File: src/rtl/fetch_pkg.sv
// fetch_pkg
//   Shared definitions for the instruction fetch controller: FSM state
//   encoding, instruction/PC width, sequential PC increment and the default
//   post-reset fetch address.
package fetch_pkg;

    localparam int          INSTR_W          = 32;
    localparam logic [31:0] PC_INC           = 32'd4;
    localparam logic [31:0] DEFAULT_RESET_PC = 32'h0000_0000;

    // IDLE  : no memory request outstanding
    // REQ   : request outstanding, returned data goes to the decode slot
    // DRAIN : request outstanding, returned data is wrong-path and dropped
    typedef enum logic [1:0] {
        IDLE  = 2'd0,
        REQ   = 2'd1,
        DRAIN = 2'd2
    } fetch_state_e;

endpackage

File: src/rtl/fetch_pc_adder.sv
// fetch_pc_adder
//   Sequential next-PC: pc_i + 4, wrapping modulo 2^32.
//   Ports:
//     pc_i       current fetch PC
//     pc_next_o  pc_i + PC_INC
module fetch_pc_adder
    import fetch_pkg::*;
(
    input  logic [INSTR_W-1:0] pc_i,
    output logic [INSTR_W-1:0] pc_next_o
);

    // Carry out of bit 31 is dropped, so 32'hFFFF_FFFC wraps to 0.
    assign pc_next_o = pc_i + PC_INC;

endmodule

File: src/rtl/fetch_controller.sv
// fetch_controller
//   Sequences instruction fetch against a variable-latency req/ack
//   instruction memory and presents one registered instruction slot to
//   decode. Honours decode stall and applies branch/jump redirects, dropping
//   the data of any fetch that was in flight when the redirect arrived.
//   Ports:
//     clk, reset        clock; asynchronous active-high reset
//     imem_req/addr     registered fetch request and address (addr stable
//                       while req is high)
//     imem_ack/rdata    memory completion and instruction word (same cycle)
//     redirect_valid/pc one-cycle redirect pulse and target (bits [1:0] dropped)
//     stall             decode cannot accept the slot this cycle
//     instr_valid/instr/instr_pc  decode slot
//     pc                next address to fetch
module fetch_controller
    import fetch_pkg::*;
#(
    parameter logic [31:0] RESET_PC = DEFAULT_RESET_PC
) (
    input  logic               clk,
    input  logic               reset,
    output logic               imem_req,
    output logic [INSTR_W-1:0] imem_addr,
    input  logic               imem_ack,
    input  logic [INSTR_W-1:0] imem_rdata,
    input  logic               redirect_valid,
    input  logic [INSTR_W-1:0] redirect_pc,
    input  logic               stall,
    output logic               instr_valid,
    output logic [INSTR_W-1:0] instr,
    output logic [INSTR_W-1:0] instr_pc,
    output logic [INSTR_W-1:0] pc
);

    fetch_state_e       state_q;
    logic               imem_req_q;
    logic [INSTR_W-1:0] imem_addr_q;
    logic               instr_valid_q;
    logic [INSTR_W-1:0] instr_q;
    logic [INSTR_W-1:0] instr_pc_q;
    logic [INSTR_W-1:0] pc_q;

    logic [INSTR_W-1:0] pc_inc_d;
    logic [INSTR_W-1:0] redirect_tgt_d;
    logic               unused_redirect_lsbs;

    fetch_pc_adder u_pc_adder (
        .pc_i      (pc_q),
        .pc_next_o (pc_inc_d)
    );

    // Instructions are word aligned; the low two target bits carry no meaning.
    assign redirect_tgt_d       = {redirect_pc[INSTR_W-1:2], 2'b00};
    assign unused_redirect_lsbs = ^redirect_pc[1:0];

    always_ff @(posedge clk or posedge reset) begin
        if (reset) begin
            state_q       <= IDLE;
            imem_req_q    <= 1'b0;
            imem_addr_q   <= RESET_PC;
            instr_valid_q <= 1'b0;
            instr_q       <= '0;
            instr_pc_q    <= '0;
            pc_q          <= RESET_PC;
        end else begin
            case (state_q)
                IDLE: begin
                    if (redirect_valid) begin
                        // Flush the slot; the new target issues next cycle.
                        pc_q          <= redirect_tgt_d;
                        instr_valid_q <= 1'b0;
                    end else begin
                        if (instr_valid_q && !stall) begin
                            instr_valid_q <= 1'b0;
                        end
                        // Issue only once the slot is empty or being consumed,
                        // so a returning ack can never find the slot occupied.
                        if (!instr_valid_q || !stall) begin
                            imem_req_q  <= 1'b1;
                            imem_addr_q <= pc_q;
                            state_q     <= REQ;
                        end
                    end
                end

                REQ: begin
                    if (redirect_valid) begin
                        pc_q          <= redirect_tgt_d;
                        instr_valid_q <= 1'b0;
                        if (imem_ack) begin
                            // Data arriving with the redirect is wrong-path.
                            imem_req_q <= 1'b0;
                            state_q    <= IDLE;
                        end else begin
                            // Memory still owes a response; hold req/addr and
                            // throw the response away when it comes.
                            state_q <= DRAIN;
                        end
                    end else if (imem_ack) begin
                        instr_q       <= imem_rdata;
                        instr_pc_q    <= imem_addr_q;
                        instr_valid_q <= 1'b1;
                        pc_q          <= pc_inc_d;
                        imem_req_q    <= 1'b0;
                        state_q       <= IDLE;
                    end
                end

                DRAIN: begin
                    if (redirect_valid) begin
                        pc_q <= redirect_tgt_d;
                    end
                    if (imem_ack) begin
                        imem_req_q <= 1'b0;
                        state_q    <= IDLE;
                    end
                end

                default: begin
                    imem_req_q <= 1'b0;
                    state_q    <= IDLE;
                end
            endcase
        end
    end

    assign imem_req    = imem_req_q;
    assign imem_addr   = imem_addr_q;
    assign instr_valid = instr_valid_q;
    assign instr       = instr_q;
    assign instr_pc    = instr_pc_q;
    assign pc          = pc_q;

endmodule
File: config.mk
export PLATFORM = sky130hd
export DESIGN_NAME = fetch_controller
export DESIGN_NICKNAME = d
export VERILOG_FILES = /design/src/rtl/fetch_pkg.sv /design/src/rtl/fetch_pc_adder.sv /design/src/rtl/fetch_controller.sv
export SDC_FILE = /design/constraint.sdc
export NUM_CORES = 1
export LEC_CHECK = 0
export ABC_AREA = 1
export ABC_CLOCK_PERIOD_IN_PS = 7900
export CAP_MARGIN = 5
export CORE_MARGIN = 2
export CORE_UTILIZATION = 40
export CTS_CLUSTER_SIZE = 16
export DETAILED_ROUTE_END_ITERATION = 6
export PLACE_DENSITY = 0.71
export SYNTH_ARGS = -nofsm -noshare
export SYNTH_HDL_FRONTEND = slang
export SYNTH_SLANG_ARGS = --single-unit
File: constraint.sdc
create_clock -name clk -period 7.9 [get_ports clk]
set_input_delay 1.185 -clock clk [delete_from_list [all_inputs] [get_ports clk]]
set_output_delay 1.185 -clock clk [all_outputs]
set_load 0.1 [all_outputs]
# Word level (Yosys, flattened, before mapping)
# Index checks and enable logic that the tools add are counted.
# W data, S select, Z words.
word_totals:
  wordCells: 51
  register_bits: 132
  out_inout_bits: 130
  input_bits: 69
op_classes:
  add_sub_neg: 1
  n_eq_ne: 8
  reduce_logical: 15
  bitwise: 1
  n_mux: 19
op_table:
  columns: ["operator", "count"]
  rows:
  - ["$mux W32", 3]
  - ["$pmux W32 S2", 1]
  - ["$add A32 B3 Y32 const B", 1]
  - ["$reduce_and A3 Y1", 5]
  - ["$mux W2", 5]
  - ["$mux W1", 7]
  - ["$ne A3 B3 Y1 const B", 2]
  - ["$pmux W2 S3", 1]
  - ["$ne A2 B1 Y1 const B", 2]
  - ["$ne A2 B2 Y1 const B", 2]
  - ["$pmux W1 S2", 2]
  - ["$reduce_bool A2 Y1", 2]
  - ["$reduce_or A2 Y1", 2]
  - ["$eq A2 B1 Y1 const B", 1]
  - ["$eq A2 B2 Y1 const B", 1]
  - ["$logic_not A1 Y1", 2]
  - ["$logic_not A2 Y1", 1]
  - ["$reduce_and A2 Y1", 1]
  - ["$logic_and A1 B1 Y1", 1]
  - ["$logic_or A1 B1 Y1", 1]
  - ["$not A1 Y1", 1]

# Logic depth before layout (Yosys ltp)
depth:
  ltp_word: 5
  ltp_mapped: 11
  mapped_depth_nobuf: 11

# Cells and area by module
# A second synthesis with hierarchy kept.
unflattened:
  hier_cells: 945
  area_unflattened_um2: 7226.9
modules_own_cells:
  columns: ["module", "seq_area_each_um2", "area_each_um2", "cells_per_inst", "instances"]
  rows:
  - ["fetch_controller", 3303.2, 6317.3, 768, 1]
  - ["fetch_pc_adder", 0.0, 909.6, 177, 1]

# Worst setup path before layout
# OpenSTA, ideal clock, no wires.
synth_timing:
  path_type: "reg-to-reg"
  from: "reg pc_q[2], in the netlist pc[2]"
  to: "reg pc_q[28], in the netlist pc[28]"
  period_less_slack_ns: 2.209
  t_arrival_ns: 2.089
  path_slack_ns: 5.691
  setup_time_ns: 0.120
  path_stages_with_launch: 11
  required_ns: 7.780
  path_buffers: 0
  cell_sequence: "dfrtp_1 -> ha_1 -> nand2_1 -> nor2_4 -> nand2_1 -> nor2_2 -> nand2_1 -> nand2_1 -> nand3_1 -> nand2_1 -> nand2_1"
synth_via:
  elab_chain_len: 4
synth_lines:
  columns: ["item", "line", "source"]
  rows:
  - ["start, declared", "fetch_controller.sv:41", "logic [INSTR_W-1:0] pc_q;"]
  - ["start signal, assigned", "fetch_controller.sv:70", "pc_q <= redirect_tgt_d;"]
  - ["start signal, assigned", "fetch_controller.sv:88", "pc_q <= redirect_tgt_d;"]
  - ["start signal, assigned", "fetch_controller.sv:103", "pc_q <= pc_inc_d;"]
  - ["$add A32 B3 Y32", "fetch_pc_adder.sv:14", "assign pc_next_o = pc_i + PC_INC;"]
  - ["$mux W32", "fetch_controller.sv:99", "end else if (imem_ack) begin"]
  - ["$mux W32", "fetch_controller.sv:87", "if (redirect_valid) begin"]
  - ["$pmux W32 S2", "fetch_controller.sv:66", "case (state_q)"]
# No other way between the ends. The select of a mux whose other input is x is not followed.
# A chain may end at the register's enable or synchronous reset.

# Final worst setup path
layout_timing:
  from: "reg pc_q[11], in the netlist pc[11]"
  to: "out pc[11]"
layout_lines:
  columns: ["item", "line", "source"]
  rows:
  - ["end, declared", "fetch_controller.sv:32", "output logic [INSTR_W-1:0] pc"]
# No word-level cell between the ends.

==> flow_summary.toml <==
[status]
outcome = "finished clean"

[final_layout]
multi_input_area_um2 = 2510
fill_cells = 1293
mostFrequentLayoutCells = "190 x clkdlybuf4s50_1, 173 x nand2_1, 126 x dfrtp_1"
area_growth_pct = 43.4
diodes = 0
layout_commonest_cell = "clkdlybuf4s50_1"
drive_gt1_share_pct = 6.21
instances_no_fill = 1053
nets = 930
layout.area.seq_um2 = 3150

[synthesis]
synth_area_um2 = 6060
avgSynthCellArea_um2 = 9.06
synthCells = 669
ys_seq_area_share_pct = 52.0
yosys.area_share.simple_pct = 20.4
ys_seq_elements = 126
synthAdderAreaFrac_pct = 1.03
synth-xor-area-share_pct = 0.145
synth_mux_area_share_pct = 11.7
synth_top_family_by_area = "simple AND/OR/NAND/NOR gates"
ys_types = 33
yosys_warnings = 0
synth_compound_area_share_pct = 7.66

[setup_path]
cpMaxStageDelayCell = "clkdlybuf4s50_1"
max_stage_delay_ns = 1.19
crit_type = "flop to primary output"
worst_ep_required_time_ns = 6.71
critPathMaxFanout = 6
cp-startpoint = "pc[11]"
r2r_start = "state_q[0]"
critPathTopFamily = "buffers and inverters"
reg2reg_depth = 8
critical_path_depth = 1
arrival_ns = 2.11
path_buf_inv = 1
critPathLaunchType = "flop"
endpoint_kind = "primary output"
reg2reg_slack_ns = 5.30
crit_path_cell_trace = "clkdlybuf4s50_1"

[sta]
holdWs_ns = 0.488
tns_ns = 0
clock_skew_ns = 0.00518
max-slew-margin-rel_pct = 31.0
setup_ws_ns = 4.60
timing_max_transition_violations_final = 0
period_share_pct = 41.7
min_period_ns = 3.30
setup_viol_count_final = 0
worst_pin_slew_ns = 1.03
rsz0062_at_grt = "false"
fmax_ghz = 0.303
hold_viol = 0

[clock_network]
clk_pin_slew_ns = 0.06
ctsHoldBuffers = 0
cts_tree = "done"
clock-sinks = 126
cts-root-buf = "clkbuf_16"
numCtsBuffers = 17
postCtsSetupBuffers = 0
h-tree-depth = 4
insertion_delay_ns = 0.41
clock_path_buffers = 2
cts_resized = 0

[routing]
drc = 0
final_antenna_net_count = 0
drt-pass1-iter-count = 5
drt_iter0_markers = 329
vias = 5169
wl_um = 16400
vias_per_cell = 4.91
wl_per_cell_um = 15.6

[placed_design]
globalplace.congestion = 0.917
portBuffers = 190
dp_hpwl_um = 11800
dpl.cell_count = 1021
dp_slack_ns = 4.36

[global_routing]
grt_max_degree = 77
grt_pass1_vias = 4998
antenna_found_initial = 0
track_usage_pct = 20.8
grt_remaining_overflow = 0
grt_pass1_wl_um = 26400

[die]
initial_core_util_pct = 41.4
die_w_um = 127
fp.dieH_um = 127
ios = 199
rows = 44
core_um2 = 14600
dieArea_um2 = 16100

[hold_path]
holdPathStages = 1
hp-class = "flop to flop"
min_from = "instr_pc[6]"

[flow_run]
max_cap_viol_count = 0
## kinds of logic (layout without fill, tap and decap cells)
kind of cell / after synthesis / count (layout)
compound gates: 86 / 86
xor+xnor: 1 / 1
simple gates: 303 / 303
flops: 126 / 126
buf+inv: 84 / 279
fa+ha+maj: 5 / 5
other cells: 1 / 6
mux: 63 / 63
## state kept, by name, summed over array words and instances, names as in the netlist
register	cells
instr	32
imem_addr	30
instr_pc	30
pc	30
state_q	2
imem_req	1
instr_valid	1
## worst paths after layout
check	end
max	pc[11]
min	instr_pc[6]
max reg2reg	pc[7]
min reg2reg	instr_pc[6]
max in group asynchronous	instr_pc[30]
min in group asynchronous	instr[6]
## synthesized netlist by cell type (all sizes together)
master	instances	area share (%)
inv	54	3.3
nand4	1	0.10
o2111ai	1	0.14
and2	1	0.10
o21ai	66	5.5
nand2	175	11
a22oi	3	0.37
o221ai	1	0.14
mux2	63	12
dfrtp	126	52
a21oi	9	0.87
nand3	37	3.1
xor2	1	0.14
clkbuf	4	0.25
ha	5	1.0
nor3	2	0.17
o22ai	4	0.41
nor2	87	5.9
buf	26	3.3
o211ai	1	0.12
a32oi	1	0.14
conb	1	0.062
## stage by stage
stage	utilization [%]	instance area (um^2)
finish	59.3	8690
global placement	54.8	8020
global route	59.3	8690
floorplan	-	6080
CTS	59.3	8690
detailed placement	54.8	8020
## routing by layer
metal / GRT usage, % / routed length [um]
met1: 27.2 / 7230
met2: 34.0 / 7730
met3: 4.94 / 1100
met4: 7.89 / 329
met5: 0 / 0
## final cells by class
cell class / count / share of cell area [%]
Clock buffer: 19 / 5.21
Clock inverter: 13 / 2.42
Inverter: 54 / 2.39
Multi-Input combinational cell: 464 / 28.9
Timing Repair Buffer: 193 / 22.2
Sequential cell: 126 / 36.3
Tap cell: 184 / 2.65
Power is not shown: default switching activity piles up to over one toggle a cycle in this logic, so the estimate is an artifact.
